$ cat src/rtl/id_ex_stage.sv
// ID/EX pipeline register for the 5-stage RV32I core.
// Detects load-use hazards, inserts bubbles and squashes ID on branch flush.
module id_ex_stage #(
  parameter int XLEN  = 32,
  parameter int RA_W  = 5,
  parameter int CNT_W = 16
) (
  input  logic             clk,
  input  logic             rst_n,
  input  logic             flush_i,
  input  logic             id_valid_i,
  input  logic [7:0]       id_ctrl_i,
  input  logic [XLEN-1:0]  id_pc_i,
  input  logic [XLEN-1:0]  id_rs1_data_i,
  input  logic [XLEN-1:0]  id_rs2_data_i,
  input  logic [XLEN-1:0]  id_imm_i,
  input  logic [RA_W-1:0]  id_rs1_i,
  input  logic [RA_W-1:0]  id_rs2_i,
  input  logic [RA_W-1:0]  id_rd_i,
  input  logic             id_use_rs1_i,
  input  logic             id_use_rs2_i,
  input  logic [3:0]       id_funct_i,
  output logic             stall_o,
  output logic             ex_valid_o,
  output logic [7:0]       ex_ctrl_o,
  output logic [XLEN-1:0]  ex_pc_o,
  output logic [XLEN-1:0]  ex_rs1_data_o,
  output logic [XLEN-1:0]  ex_rs2_data_o,
  output logic [XLEN-1:0]  ex_imm_o,
  output logic [RA_W-1:0]  ex_rs1_o,
  output logic [RA_W-1:0]  ex_rs2_o,
  output logic [RA_W-1:0]  ex_rd_o,
  output logic [3:0]       ex_funct_o,
  output logic [CNT_W-1:0] stall_cnt_o,
  output logic [CNT_W-1:0] flush_cnt_o
);

  localparam int MEMREAD = 6;

  logic             r_valid;
  logic [7:0]       r_ctrl;
  logic [XLEN-1:0]  r_pc;
  logic [XLEN-1:0]  r_rs1_data;
  logic [XLEN-1:0]  r_rs2_data;
  logic [XLEN-1:0]  r_imm;
  logic [RA_W-1:0]  r_rs1;
  logic [RA_W-1:0]  r_rs2;
  logic [RA_W-1:0]  r_rd;
  logic [3:0]       r_funct;
  logic [CNT_W-1:0] r_stall_cnt;
  logic [CNT_W-1:0] r_flush_cnt;

  logic w_src_hit;
  logic w_hz;

  assign w_src_hit = (id_use_rs1_i && id_rs1_i == r_rd)
                   || (id_use_rs2_i && id_rs2_i == r_rd);

  assign w_hz = r_valid && r_ctrl[MEMREAD] && (r_rd != '0)
             && id_valid_i && w_src_hit;

  assign stall_o = w_hz && !flush_i;

  always_ff @(posedge clk or negedge rst_n) begin
    if (!rst_n) begin
      r_valid     <= 1'b0;
      r_ctrl      <= '0;
      r_pc        <= '0;
      r_rs1_data  <= '0;
      r_rs2_data  <= '0;
      r_imm       <= '0;
      r_rs1       <= '0;
      r_rs2       <= '0;
      r_rd        <= '0;
      r_funct     <= '0;
      r_stall_cnt <= '0;
      r_flush_cnt <= '0;
    end else if (flush_i) begin
      r_valid <= 1'b0;
      r_ctrl  <= '0;
      if (id_valid_i && r_flush_cnt != '1)
        r_flush_cnt <= r_flush_cnt + CNT_W'(1);
    end else if (w_hz) begin
      // bubble; IF/ID is held so the consumer re-presents next cycle
      r_valid <= 1'b0;
      r_ctrl  <= '0;
      if (r_stall_cnt != '1)
        r_stall_cnt <= r_stall_cnt + CNT_W'(1);
    end else begin
      r_valid    <= id_valid_i;
      r_ctrl     <= id_valid_i ? id_ctrl_i : 8'h00;
      r_pc       <= id_pc_i;
      r_rs1_data <= id_rs1_data_i;
      r_rs2_data <= id_rs2_data_i;
      r_imm      <= id_imm_i;
      r_rs1      <= id_rs1_i;
      r_rs2      <= id_rs2_i;
      r_rd       <= id_rd_i;
      r_funct    <= id_funct_i;
    end
  end

  assign ex_valid_o    = r_valid;
  assign ex_ctrl_o     = r_ctrl;
  assign ex_pc_o       = r_pc;
  assign ex_rs1_data_o = r_rs1_data;
  assign ex_rs2_data_o = r_rs2_data;
  assign ex_imm_o      = r_imm;
  assign ex_rs1_o      = r_rs1;
  assign ex_rs2_o      = r_rs2;
  assign ex_rd_o       = r_rd;
  assign ex_funct_o    = r_funct;
  assign stall_cnt_o   = r_stall_cnt;
  assign flush_cnt_o   = r_flush_cnt;

endmodule

$ cat config.mk
export PLATFORM = sky130hd
export DESIGN_NAME = id_ex_stage
export DESIGN_NICKNAME = d
export VERILOG_FILES = /design/src/rtl/id_ex_stage.sv
export SDC_FILE = /design/constraint.sdc
export NUM_CORES = 1
export LEC_CHECK = 0
export BUFFER_PORTS_ARGS = -buffer_cell sky130_fd_sc_hd__buf_2
export CORE_AREA = 2 2 137 139
export CTS_BUF_LIST = sky130_fd_sc_hd__clkbuf_4
export DETAILED_ROUTE_END_ITERATION = 6
export DIE_AREA = 0 0 139 141
export GPL_TIMING_DRIVEN = 0
export PLACE_DENSITY = 0.75
export SLEW_MARGIN = 20
export SYNTH_ARGS = -nofsm -noshare
export SYNTH_HDL_FRONTEND = slang
export SYNTH_SLANG_ARGS = --single-unit
$ cat constraint.sdc
create_clock -name clk -period 5 [get_ports clk]
set_input_delay 0 -clock clk [delete_from_list [all_inputs] [get_ports clk]]
set_output_delay 0 -clock clk [all_outputs]
set_load 0.005 [all_outputs]
* Word level (Yosys, flattened, before mapping)
Cells that the tools add are included.
Widths: inputs -> output; s select.
** Storage, ports and cells
- Flip-flop bits (word level) :: 188
- Input bits :: 161
- Output and inout port bits :: 189
- Word-level logic and storage cells :: 39
** Operators by class
- Add/sub/neg operators :: 2
- Equal/unequal tests :: 4
- Multiplexer cells :: 5
- Bitwise gates (word level) :: 2
- Reduce and logical (&&, ||, !) cells :: 14
** Operators by type and width (number)
- $add 16x1->16 const B :: 2
- $ne 16x16->1 const B :: 2
- $mux 8 :: 3
- $eq 5x5->1 :: 2
- $logic_and 1x1->1 :: 8
- $reduce_bool 5->1 :: 1
- $reduce_and 2->1 :: 2
- $reduce_and 3->1 :: 1
- $mux 1 :: 2
- $not 1->1 :: 2
- $logic_not 1->1 :: 1
- $logic_or 1x1->1 :: 1

* Logic depth before layout (Yosys ltp)
Gate-level depths: netlist of the first run.
- Word-level depth :: 6
- Gate-level depth with buffers :: 7
- Depth with buffers taken out :: 6

* Worst setup path after synthesis of the first run
OpenSTA, ideal clock, no wires.
- Path kind :: register to register
- Start point :: reg r_rd[0], in the netlist ex_rd_o[0]
- End point :: reg r_funct[0], in the netlist ex_funct_o[0]
- Setup time :: 0.125 ns
- Arrival time :: 2.004 ns
- Data required time :: 4.875 ns
- Slack :: 2.871 ns
- Cell stages (with the launch flop) :: 7
- Cells stage by stage :: dfrtp_1 or4_1 o21a_1 a21oi_4 buf_12 buf_12 mux2_4
** Between the ends
- Cells in the longest elaborated chain, start to end :: 6
** RTL lines
- start: declaration :: line 48 : logic [RA_W-1:0] r_rd;
- start signal: assignment :: line 98 : r_rd <= id_rd_i;
- $eq 5x5->1, or another cell as far along :: line 56 : assign w_src_hit = (id_use_rs1_i && id_rs1_i == r_rd)
- $logic_and 1x1->1, on equally long branches :: line 56, 57, 59
- $logic_or 1x1->1 / $logic_and 1x1->1 (equally long branches) :: line 57, 60
- $logic_and 1x1->1 * :: line 60 : && id_valid_i && w_src_hit;
- $not 1->1 (no line) *
- $reduce_and 2->1 (no line) *
- end signal: assignment :: line 99 : r_funct <= id_funct_i;
- end: declaration :: line 49 : logic [3:0] r_funct;
Mark *: on every way between the ends. The rest lies on a longest branch, timed or not.
A chain may end at the register's enable or synchronous reset.

* Worst setup path after layout of the first run
- Start point :: reg r_rd[0], in the netlist ex_rd_o[0]
- End point :: reg r_pc[4], in the netlist ex_pc_o[4]
** Between the ends
- Cells in the longest elaborated chain, start to end :: 6
** RTL lines
- $eq 5x5->1, or another cell as far along :: line 56
- $logic_and 1x1->1, on equally long branches :: line 56, 57, 59
- $logic_or 1x1->1 / $logic_and 1x1->1 (equally long branches) :: line 57, 60
- $logic_and 1x1->1 * :: line 60
- $not 1->1 (no line) *
- $reduce_and 2->1 (no line) *
- end signal: assignment :: line 92 : r_pc <= id_pc_i;
- end: declaration :: line 42 : logic [XLEN-1:0] r_pc;
Marked as above.

==> impl_metrics.csv, run 1 <==
group,metric,value,unit
run_status,status,"finished, final reports clean",
route,dr.pass1.iters,4,
critical_path,end_kind,"register",
synthesis,ys_warn_count,0,
place,gp_congestion,0.774,
hold_path,hold_path.class,"in -> reg",
synthesis,synth_area,7970,um^2
route,vias,6196,
die,dieArea,19600,um^2
synthesis,synth_nets,659,
finish,final_util,66.1,%
route,drc,0,
timing,worstMarginPinSlew,0.617,ns
hold_path,hold_path_end,"ex_rs1_data_o[3]",
clock_network,clockBufferDepth,2,
timing,hold_violations,0,
global_route,grt_pass1_vias,6766,
die,die_h,141,um
power,power_density,270,nW/um^2
clock_network,clk_pin_slew,0.16,ns
timing,fin_worst_skew,0.0272,ns
clock_network,cts_tree,"yes",
critical_path,cp_slowest_cell,"or4_1",
critical_path,arrival,3.22,ns
synthesis,ys_seq_area_share,59.0,%
global_route,grt_max_degree,100,
critical_path,critical_path_class,"reg -> reg",
critical_path,r2r_cells,6,
synthesis,syn_inst,496,
timing,fmax,0.363,GHz
critical_path,reg2reg_to,"ex_pc_o[4]",
synthesis,synth_ff_type,"dfrtp_1",
synthesis,async_flop_share,100,%
route,antenna_left,0,
critical_path,cp_num_buf_inv,2,
timing,fin_hold_ws,0.167,ns
die,core,18300,um^2
synthesis,ys_types,35,
clock_network,root_buffer,"clkbuf_4",
global_route,grt_pass1_wl,36600,um
critical_path,r2r_slack,2.25,ns
critical_path,regToRegStartpoint,"ex_rd_o[0]",
synthesis,synth-edff-count,0,
synthesis,synth_top_area_share,59.0,%
die,die_x,139,um
timing,rsz0062_at_grt,"no",
hold_path,min-delay-start,"id_rs1_data_i[3]",
die,ios,350,
die,initial_core_util,43.6,%
clock_network,insertion_delay,0.58,ns
timing,setup_viol,0,
synthesis,synth_area_per_cell,16.1,um^2
timing,finalCritPeriodShare,55.1,%
timing,relSlewSlack,58.9,%
synthesis,synth_largest_area_cell,"dfrtp_1",
route,routed_via_density,4.80,
clock_network,h-tree-depth,4,
critical_path,slowest_delay,0.60,ns
critical_path,cp.required,5.47,ns
critical_path,startpoint_type,"register",
route,finalWirelength,23200,um
route,drt-wirelength-per-cell,17.9,um
critical_path,path_delay_family,"buffers and inverters",
place,hpwlAfterDp,14300,um
synthesis,ys_seq_elements,188,
place,portBuffers,349,
die,rows,50,
hold_path,holdPathStages,3,
synthesis,synth.area.top_cells,"dfrtp_1 (59%), mux2_4 (19%), mux2_1 (4.4%), xnor2_1 (3.6%), buf_12 (2.8%)",
critical_path,path_cells,"or4_1 -> o21a_1 -> a21oi_4 -> buf_6 -> mux2_2 -> dlygate4sd3_1",
finish,drive_gt1_share,49.3,%
route,drtIter0Drc,227,
power,leakage,6.03,nW
timing,slew_violations,0,
global_route,grt_usage,23.7,%
clock_network,cts_made_buffers,17,
power,ir_worst_vdd,0.000162,V
run,cap_violations,0,
timing,post-route-min-period,2.75,ns
finish,final_nets,1205,
timing,fin_tns_setup,0,ns
finish,area_delta_synth_final,51.6,%
global_route,antenna_found_initial,2,
power,power,0.00327,W
critical_path,worstPathMaxFanout,10,
clock_network,cts_sinks,188,
global_route,overflow,0,
-- logic make-up (layout without fill, tap and decap cells) --
logic type      Yosys count  in the layout  synth area share (%)
compound gates            8              8                 0.801
xor+xnor                 38             38                  4.18
fa+ha+maj                 2              2                 0.314
buf+inv                  23            582                  3.75
flops                   188            188                  59.0
mux                     150            150                  25.9
other cells               0              2                     0
simple gates             87             87                  6.01
-- Yosys cell counts, types with 3 or more instances --
master,number
buf_6,4
mux2_2,19
and3_1,4
clkbuf_1,3
buf_12,11
nand3_1,10
inv_1,4
mux2_1,31
nand4_1,19
and2_1,9
xnor2_1,33
nor3_1,10
dfrtp_1,188
mux2_4,100
nor2_1,8
nand2_1,14
xor2_1,5
-- sequential cells by signal, indices dropped and copies added (netlist names) --
name	cells
ex_rd_o	5
stall_cnt_o	16
ex_valid_o	1
flush_cnt_o	16
ex_pc_o	32
ex_rs2_o	5
ex_rs1_data_o	32
ex_rs2_data_o	32
ex_imm_o	32
ex_rs1_o	5
ex_funct_o	4
ex_ctrl_o	8
-- cell usage in the layout (no fill, tap or decap), types with 3 or more instances in the layout --
| cell | synthesis | layout |
|---|---|---|
| mux2_1 | 31 | 31 |
| nor3_1 | 10 | 10 |
| inv_6 | 0 | 3 |
| inv_8 | 0 | 5 |
| nand4_1 | 19 | 19 |
| and3_1 | 4 | 4 |
| nand2_1 | 14 | 14 |
| xor2_1 | 5 | 5 |
| inv_1 | 4 | 4 |
| buf_6 | 4 | 4 |
| clkbuf_4 | 0 | 17 |
| dlygate4sd3_1 | 0 | 177 |
| mux2_2 | 19 | 19 |
| buf_2 | 0 | 348 |
| mux2_4 | 100 | 100 |
| clkbuf_1 | 3 | 3 |
| and2_1 | 9 | 9 |
| xnor2_1 | 33 | 33 |
| dfrtp_1 | 188 | 188 |
| nand3_1 | 10 | 10 |
| nor2_1 | 8 | 8 |
| buf_12 | 11 | 11 |
-- worst max-delay path by stage --
stage               start                end  slack, ns  cells past startpoint
6_report       ex_rd_o[0]         ex_pc_o[4]       2.25                      6
5_1_grt        ex_rd_o[0]         ex_pc_o[2]       2.17                      6
3_3_place_gp        rst_n  ex_rs1_data_o[10]       0.90                      1
2_1_floorplan  ex_rd_o[0]      ex_funct_o[0]       2.87                      6
4_1_cts        ex_rd_o[0]  ex_rs1_data_o[30]       2.24                      6
3_5_place_dp   ex_rd_o[0]  ex_rs1_data_o[18]       2.63                      6
-- metrics by stage --
stage / instances / setup slack [ns] / cell area, um^2
after floorplan: 496 / 2.87 / 7970
after global placement: 1079 / 0.903 / 10000
after detailed placement: 1080 / 2.63 / 10000
after CTS: 1289 / 2.24 / 12100
after global routing: 1291 / 2.17 / 12100
final: 1291 / 2.25 / 12100
-- layer usage --
| metal | wire (um) | vias up | GRT usage [%] | share of wire, % |
|---|---|---|---|---|
| li1 | - | 2840 | - | - |
| met1 | 9110 | 3018 | 28.2 | 39 |
| met2 | 11900 | 276 | 41.1 | 51 |
| met3 | 1400 | 62 | 5.57 | 6.0 |
| met4 | 792 | 0 | 10.6 | 3.4 |
| met5 | 0 | - | 0 | 0 |
-- tightest hold or removal path, cell delays in order --
cell and delay, ns:
dlygate4sd3_1 0.51, buf_2 0.09, mux2_1 0.11
-- power by group --
group          switching [W]  internal (W)  total, W
clock               0.000575      0.000216  0.000791
sequential          0.000111       0.00167   0.00178
combinational       0.000265      0.000433  0.000698
total               0.000951       0.00231   0.00327
-- repair_timing --
action                                 in CTS  in global routing
hold buffers                              177                  0
endpoints found under the hold margin     359                  0
gates resized for setup                     0                  0
setup buffers                               0                  0
-- area by class of cell --
class | count | area (um^2)
Fill cell | 1298 | 6190
Sequential cell | 188 | 4700
Timing Repair Buffer | 527 | 3560
Multi-Input combinational cell | 285 | 2970
Tap cell | 234 | 293
Buffer | 19 | 284
Clock buffer | 17 | 128
Clock inverter | 15 | 128
Inverter | 4 | 15.0
Antenna cell | 2 | 5.00
Power figures use the tool's default switching activity.
==> run 2, diff against run 1 <==
Settings changed: CORE_AREA 2 2 137 139 to default, CORE_MARGIN from default to 1.5, CORE_UTILIZATION from default to 44, DIE_AREA 0 0 139 141 to default, PLACE_DENSITY 0.75 to 0.78.
Clock period 5 ns to 2.4 ns, I/O delays scaled along.
==> impl_metrics.csv, run 2 (same netlist as run 1, synthesis figures left out) <==
group,metric,value,unit
critical_path,r2r_cells,6,
global_route,grt_pass1_wl,34100,um
finish,multi_input_area,2980,um^2
finish,final_nets,1195,
timing,hold_violations,0,
critical_path,path_depth,6,
clock_network,insertion_delay,0.58,ns
critical_path,cp_num_buf_inv,2,
critical_path,worstPathMaxFanout,10,
power,p_sw,0.00198,W
critical_path,arrival,2.78,ns
die,ios,350,
die,initial_core_util,44.7,%
finish,final_cell_area,12000,um^2
finish,layout_commonest_cell,"buf_2",
critical_path,end_kind,"register",
clock_network,h-tree-depth,4,
critical_path,slowest_delay,0.55,ns
route,drtIter0Drc,194,
global_route,grt_usage,24.0,%
power,power_density,582,nW/um^2
critical_path,cp.required,2.86,ns
run_status,status,"finished, final reports clean",
die,core,17800,um^2
global_route,grt_pass1_vias,6562,
finish,area_delta_synth_final,51.1,%
global_route,overflow,0,
die,rows,49,
timing,relSlewSlack,64.7,%
critical_path,cpMostUsedCell,"buf_6",
clock_network,clockBufferDepth,2,
place,portBuffers,349,
run,cap_violations,0,
timing,fin_worst_skew,0.0284,ns
timing,setup_viol,0,
finish,ff_latch_area,4710,um^2
route,drt-wirelength-per-cell,18.1,um
power,ir_worst_vdd,0.000398,V
die,die_h,138,um
critical_path,critical_path_class,"reg -> reg",
hold_path,hold_path.class,"in -> reg",
finish,fillCellCount,1186,
route,vias,6168,
place,gp_congestion,0.802,
clock_network,cts_tree,"yes",
finish,final_cell_mix,"buf_2 (348), dfrtp_1 (186), dlygate4sd3_1 (162)",
critical_path,startpoint_type,"register",
global_route,grt_max_degree,99,
route,drc,0,
clock_network,cts_sinks,188,
clock_network,cts_made_buffers,17,
route,antenna_left,0,
critical_path,path_cells,"or4_1 -> o21a_1 -> a21oi_4 -> buf_6 -> buf_6 -> mux2_1",
timing,worstMarginPinSlew,0.530,ns
timing,finalCritPeriodShare,96.6,%
route,dr.pass1.iters,4,
power,seqPwrFrac,52.9,%
power,leakage,5.99,nW
power,clkPwrFrac,26.5,%
power,p_sw_share,28.3,%
critical_path,path_delay_family,"simple AND/OR/NAND/NOR gates",
power,intPower,0.00502,W
timing,slew_violations,0,
timing,fmax,0.431,GHz
route,routed_via_density,4.83,
timing,fin_hold_ws,0.154,ns
die,die_x,138,um
finish,drive_gt1_share,50.7,%
power,combPwrFrac,20.7,%
die,dieArea,18900,um^2
place,hpwlAfterDp,14500,um
global_route,antenna_found_initial,2,
hold_path,holdPathStages,3,
clock_network,clk_pin_slew,0.16,ns
critical_path,cp_slowest_cell,"or4_1",
timing,post-route-min-period,2.32,ns
place,placed_area,10000,um^2
clock_network,root_buffer,"clkbuf_4",
route,finalWirelength,23100,um
power,power,0.00700,W
[run 2: cell count changes in the layout (fill, tap and decap cells not counted), moves of 2 or more]
cell           previous run  this run
buf_4                     1         5
bufinv_16                 0         2
clkinv_1                  2         0
clkinv_8                  0         2
clkinvlp_4                2         4
dfrtp_1                 188       186
dfrtp_2                   0         2
dlygate4sd3_1           177       162
inv_8                     5         2
[run 2: per-stage QoR]
step                instances  utilization, %  setup slack, ns   TNS (ns)
finish                   1276            67.5           0.0805          0
global route             1276            67.5        -0.000771  -0.000771
CTS                      1270            67.2          0.00544          0
detailed placement       1075            56.3           0.0639          0
global placement         1074            56.1            -1.64    -305.32
floorplan                 496               -            0.271          0
[run 2: worst reg2reg max path, delay by kind of cell, from the launching register on]
family                 cells  cell delay (ns)
and+or+nand+nor            1             0.55
DFF                        1             0.47
AOI/OAI and AO/OA          2             0.45
buffers and inverters      2             0.37
muxes                      1             0.35
[run 2: layer usage]
metal,vias up,global-route usage (%),share of wire (%)
li1,2818,-,-
met1,3038,26.8,38
met2,256,43.0,52
met3,56,6.14,6.5
met4,0,10.5,3.1
met5,-,0,0
[run 2: power groups by stage]
| stage | clock network [W] | logic (W) | registers (W) |
|---|---|---|---|
| 2_1_floorplan | 0 | 0.000548 | 0.00375 |
| 3_3_place_gp | 0 | 0.00117 | 0.00373 |
| 3_5_place_dp | 0 | 0.00120 | 0.00374 |
| 4_1_cts | 0.00190 | 0.00142 | 0.00368 |
| 5_1_grt | 0.00205 | 0.00157 | 0.00374 |
| 6_report | 0.00185 | 0.00145 | 0.00370 |
[run 2: cell type report]
cell class	count	area share (%)
inverters	4	0.125
clock inverters	15	1.54
plain buffers	19	2.36
multi-input cells	285	24.7
diodes	2	0.0416
clock buffers	17	1.06
flip-flops and latches	188	39.1
repair buffers	517	28.7
well taps	229	2.38
[run 2: repair_timing]
item,CTS,global route
gates resized for setup,1,4
hold endpoints to repair,358,0
pin swaps,0,2
buffers inserted,0,4
endpoints found under the setup margin,1,110
hold buffers,163,0
[run 2: worst paths after layout]
kind                              startpoint                end  slack [ns]
min in group asynchronous              rst_n     flush_cnt_o[2]        0.53
max in group asynchronous              rst_n         ex_pc_o[2]        1.02
setup reg to reg                  ex_rd_o[0]  ex_rs1_data_o[18]        0.08
hold reg to reg            ex_rs2_data_o[30]  ex_rs2_data_o[30]        0.50
hold / removal             id_rs1_data_i[25]  ex_rs1_data_o[25]        0.15
setup / recovery                  ex_rd_o[0]  ex_rs1_data_o[18]        0.08
==> run 3, diff against run 2 <==
Settings changed: ABC_AREA from default to 1, CORE_UTILIZATION 44 to 45, PLACE_DENSITY 0.78 to 0.79.
==> impl_metrics.csv, run 3 <==
group,metric,value,unit
synthesis,ys_seq_elements,188,
route,drc,0,
timing,hold_violations,0,
global_route,overflow,0,
finish,layoutNonFillerInstCount,1744,
place,portBuffers,348,
critical_path,cp_num_buf_inv,4,
power,leakage,6.77,nW
route,vias,9015,
power,seqPwrFrac,52.5,%
synthesis,synth-compound-area-share,1.21,%
route,routed_via_density,5.17,
critical_path,startpoint_type,"register",
finish,area_delta_synth_final,50.4,%
synthesis,synthTopCellsByCount,"nand2_1 (409), dfrtp_1 (188), nand3_1 (165), nor2_1 (41), inv_1 (35)",
critical_path,worstPathMaxFanout,10,
synthesis,async_flop_share,100,%
global_route,grt_pass1_wl,44100,um
die,ios,350,
synthesis,synth.area.top_cells,"dfrtp_1 (58%), nand2_1 (19%), nand3_1 (10%), nor2_1 (1.9%), inv_1 (1.6%)",
clock_network,h-tree-depth,4,
finish,layout_commonest_cell,"nand2_1",
global_route,grt_usage,30.4,%
critical_path,path_cells,"nor2_1 -> nand3_1 -> o21bai_1 -> inv_1 -> nand2_2 -> buf_6 -> buf_8 -> nand3_1 -> dlygate4sd3_1 -> nor2_1",
hold_path,min-delay-start,"id_use_rs2_i",
finish,final_cell_mix,"nand2_1 (409), buf_2 (359), dfrtp_1 (185)",
finish,ff_latch_area,4710,um^2
timing,worstMarginPinSlew,0.760,ns
clock_network,postCtsSetupBuffers,0,
timing,finalCritPeriodShare,94.0,%
die,initial_core_util,45.7,%
timing,setup_viol,0,
die,rows,49,
critical_path,regToRegStartpoint,"ex_rd_o[0]",
clock_network,cts_tree,"yes",
critical_path,reg2reg_to,"ex_ctrl_o[3]",
finish,fillCellCount,1269,
route,finalWirelength,28900,um
clock_network,root_buffer,"clkbuf_4",
clock_network,clk_pin_slew,0.18,ns
synthesis,ys_types,23,
finish,drive_gt1_share,28.2,%
synthesis,syn_inst,963,
critical_path,r2r_cells,10,
timing,slew_violations,0,
global_route,antenna_found_initial,1,
synthesis,synth_area_per_cell,8.47,um^2
synthesis,ys_warn_count,0,
power,combPwrFrac,19.8,%
route,antenna_left,0,
synthesis,synth_largest_area_cell,"dfrtp_1",
global_route,grt_pass1_vias,9074,
timing,fin_worst_skew,0.0278,ns
power,power_density,569,nW/um^2
critical_path,end_kind,"register",
run,cap_violations,0,
finish,final_util,68.7,%
timing,post-route-min-period,2.26,ns
synthesis,muxShareOfSynthArea,0,%
critical_path,cp_slowest_cell,"dlygate4sd3_1",
synthesis,synth-edff-count,0,
synthesis,synth_top_area_share,57.7,%
place,place_inst,1541,
timing,fmax,0.443,GHz
finish,final_nets,1664,
synthesis,synth_nets,1126,
critical_path,arrival,2.76,ns
power,power,0.00698,W
synthesis,synthXorXnorAreaFrac,2.79,%
hold_path,holdPathStages,9,
die,core,17800,um^2
power,p_sw,0.00209,W
global_route,grt_max_degree,97,
die,die_x,138,um
clock_network,clockBufferDepth,2,
synthesis,ys_seq_area_share,57.7,%
critical_path,critical_path_class,"reg -> reg",
critical_path,path_delay_family,"buffers and inverters",
place,hpwlAfterDp,17800,um
synthesis,yosys.area_share.adder,0.307,%
timing,rsz0062_at_grt,"no",
synthesis,synth_ff_type,"dfrtp_1",
route,drt-wirelength-per-cell,16.6,um
place,gp_congestion,0.935,
power,ir_worst_vdd,0.000406,V
clock_network,cts_sinks,188,
power,intPower,0.00489,W
power,p_sw_share,29.9,%
route,drtIter0Drc,547,
timing,relSlewSlack,49.3,%
hold_path,hold_path_end,"stall_cnt_o[4]",
critical_path,slowest_delay,0.58,ns
synthesis,synthSimpleGateAreaFrac,32.4,%
clock_network,insertion_delay,0.58,ns
power,clkPwrFrac,27.8,%
synthesis,synth_area,8150,um^2
run_status,status,"finished, final reports clean",
die,dieArea,18900,um^2
route,dr.pass1.iters,5,
synthesis,synth.most_common_cell,"nand2_1",
critical_path,cp.required,2.90,ns
critical_path,r2r_slack,0.14,ns
hold_path,hold_path.class,"in -> reg",
clock_network,cts_made_buffers,17,
finish,multi_input_area,2990,um^2
synthesis,synth_top_family_by_area,"simple AND/OR/NAND/NOR gates",
die,die_h,138,um
[run 3: cell type report]
type,count,share of cell area (%)
sequential,188,38.4
tap,229,2.34
buffer,53,2.57
clock buffer,18,1.10
inverter,41,1.26
timing repair buffer,519,28.4
clock inverter,14,1.52
multi-input combinational,681,24.4
antenna,1,0.0204
[run 3: cell families after synthesis]
logic type / Yosys count
AO/OA/AOI/OAI: 17
XOR/XNOR: 26
adder cells (fa/ha/maj): 2
buffers and inverters: 94
flip-flops: 188
AND/OR/NAND/NOR: 636
[run 3: what timing repair did]
action,CTS,global route
setup endpoints to repair,0,8
hold endpoints to repair,291,0
hold buffers,170,0
resized for setup,0,8
[run 3: worst min-delay path, cell delays in order]
cell and delay, ns:
buf_2 0.11, nand2_1 0.06, nor2_1 0.04, nand3_1 0.08
nand2_2 0.09, nand3_1 0.12, nor2_2 0.08, nand2_1 0.06
nand2_1 0.04
[run 3: worst max-delay path by stage]
| stage | to | depth (start not counted) | slack, ns | from |
|---|---|---|---|---|
| floorplan | flush_cnt_o[3] | 9 | 0.75 | flush_cnt_o[0] |
| global placement | ex_imm_o[14] | 1 | -1.70 | rst_n |
| detailed placement | stall_cnt_o[13] | 8 | 0.37 | stall_cnt_o[0] |
| CTS | ex_ctrl_o[5] | 10 | 0.02 | ex_rd_o[0] |
| global route | ex_ctrl_o[3] | 10 | 0.03 | ex_rd_o[0] |
| finish | ex_ctrl_o[3] | 10 | 0.14 | ex_rd_o[0] |
[run 3: power by group through the flow]
stage	logic, W	registers [W]	clock network [W]
2_1_floorplan	0.000452	0.00371	0
3_3_place_gp	0.00109	0.00369	0
3_5_place_dp	0.00112	0.00370	0
4_1_cts	0.00134	0.00364	0.00197
5_1_grt	0.00153	0.00369	0.00209
6_report	0.00138	0.00366	0.00194
[run 3: stage by stage]
step / worst slack, ns / area (um^2) / TNS, ns / hold slack (ns)
2_1_floorplan: 0.755 / 8150 / 0 / -0.296
3_3_place_gp: -1.70 / 10200 / -316.92 / 0.231
3_5_place_dp: 0.372 / 10200 / 0 / 0.0562
4_1_cts: 0.0230 / 12200 / 0 / 0.0638
5_1_grt: 0.0342 / 12300 / 0 / 0.152
6_report: 0.145 / 12300 / 0 / 0.126
[run 3: layer usage]
metal  share of wire, %  vias to the layer above  global-route usage [%]
met4                5.4                        0                    18.7
met3                8.3                      136                    7.47
met5                  0                        -                       0
met1                 37                     4202                    33.7
li1                   -                     4118                       -
met2                 50                      559                    52.4
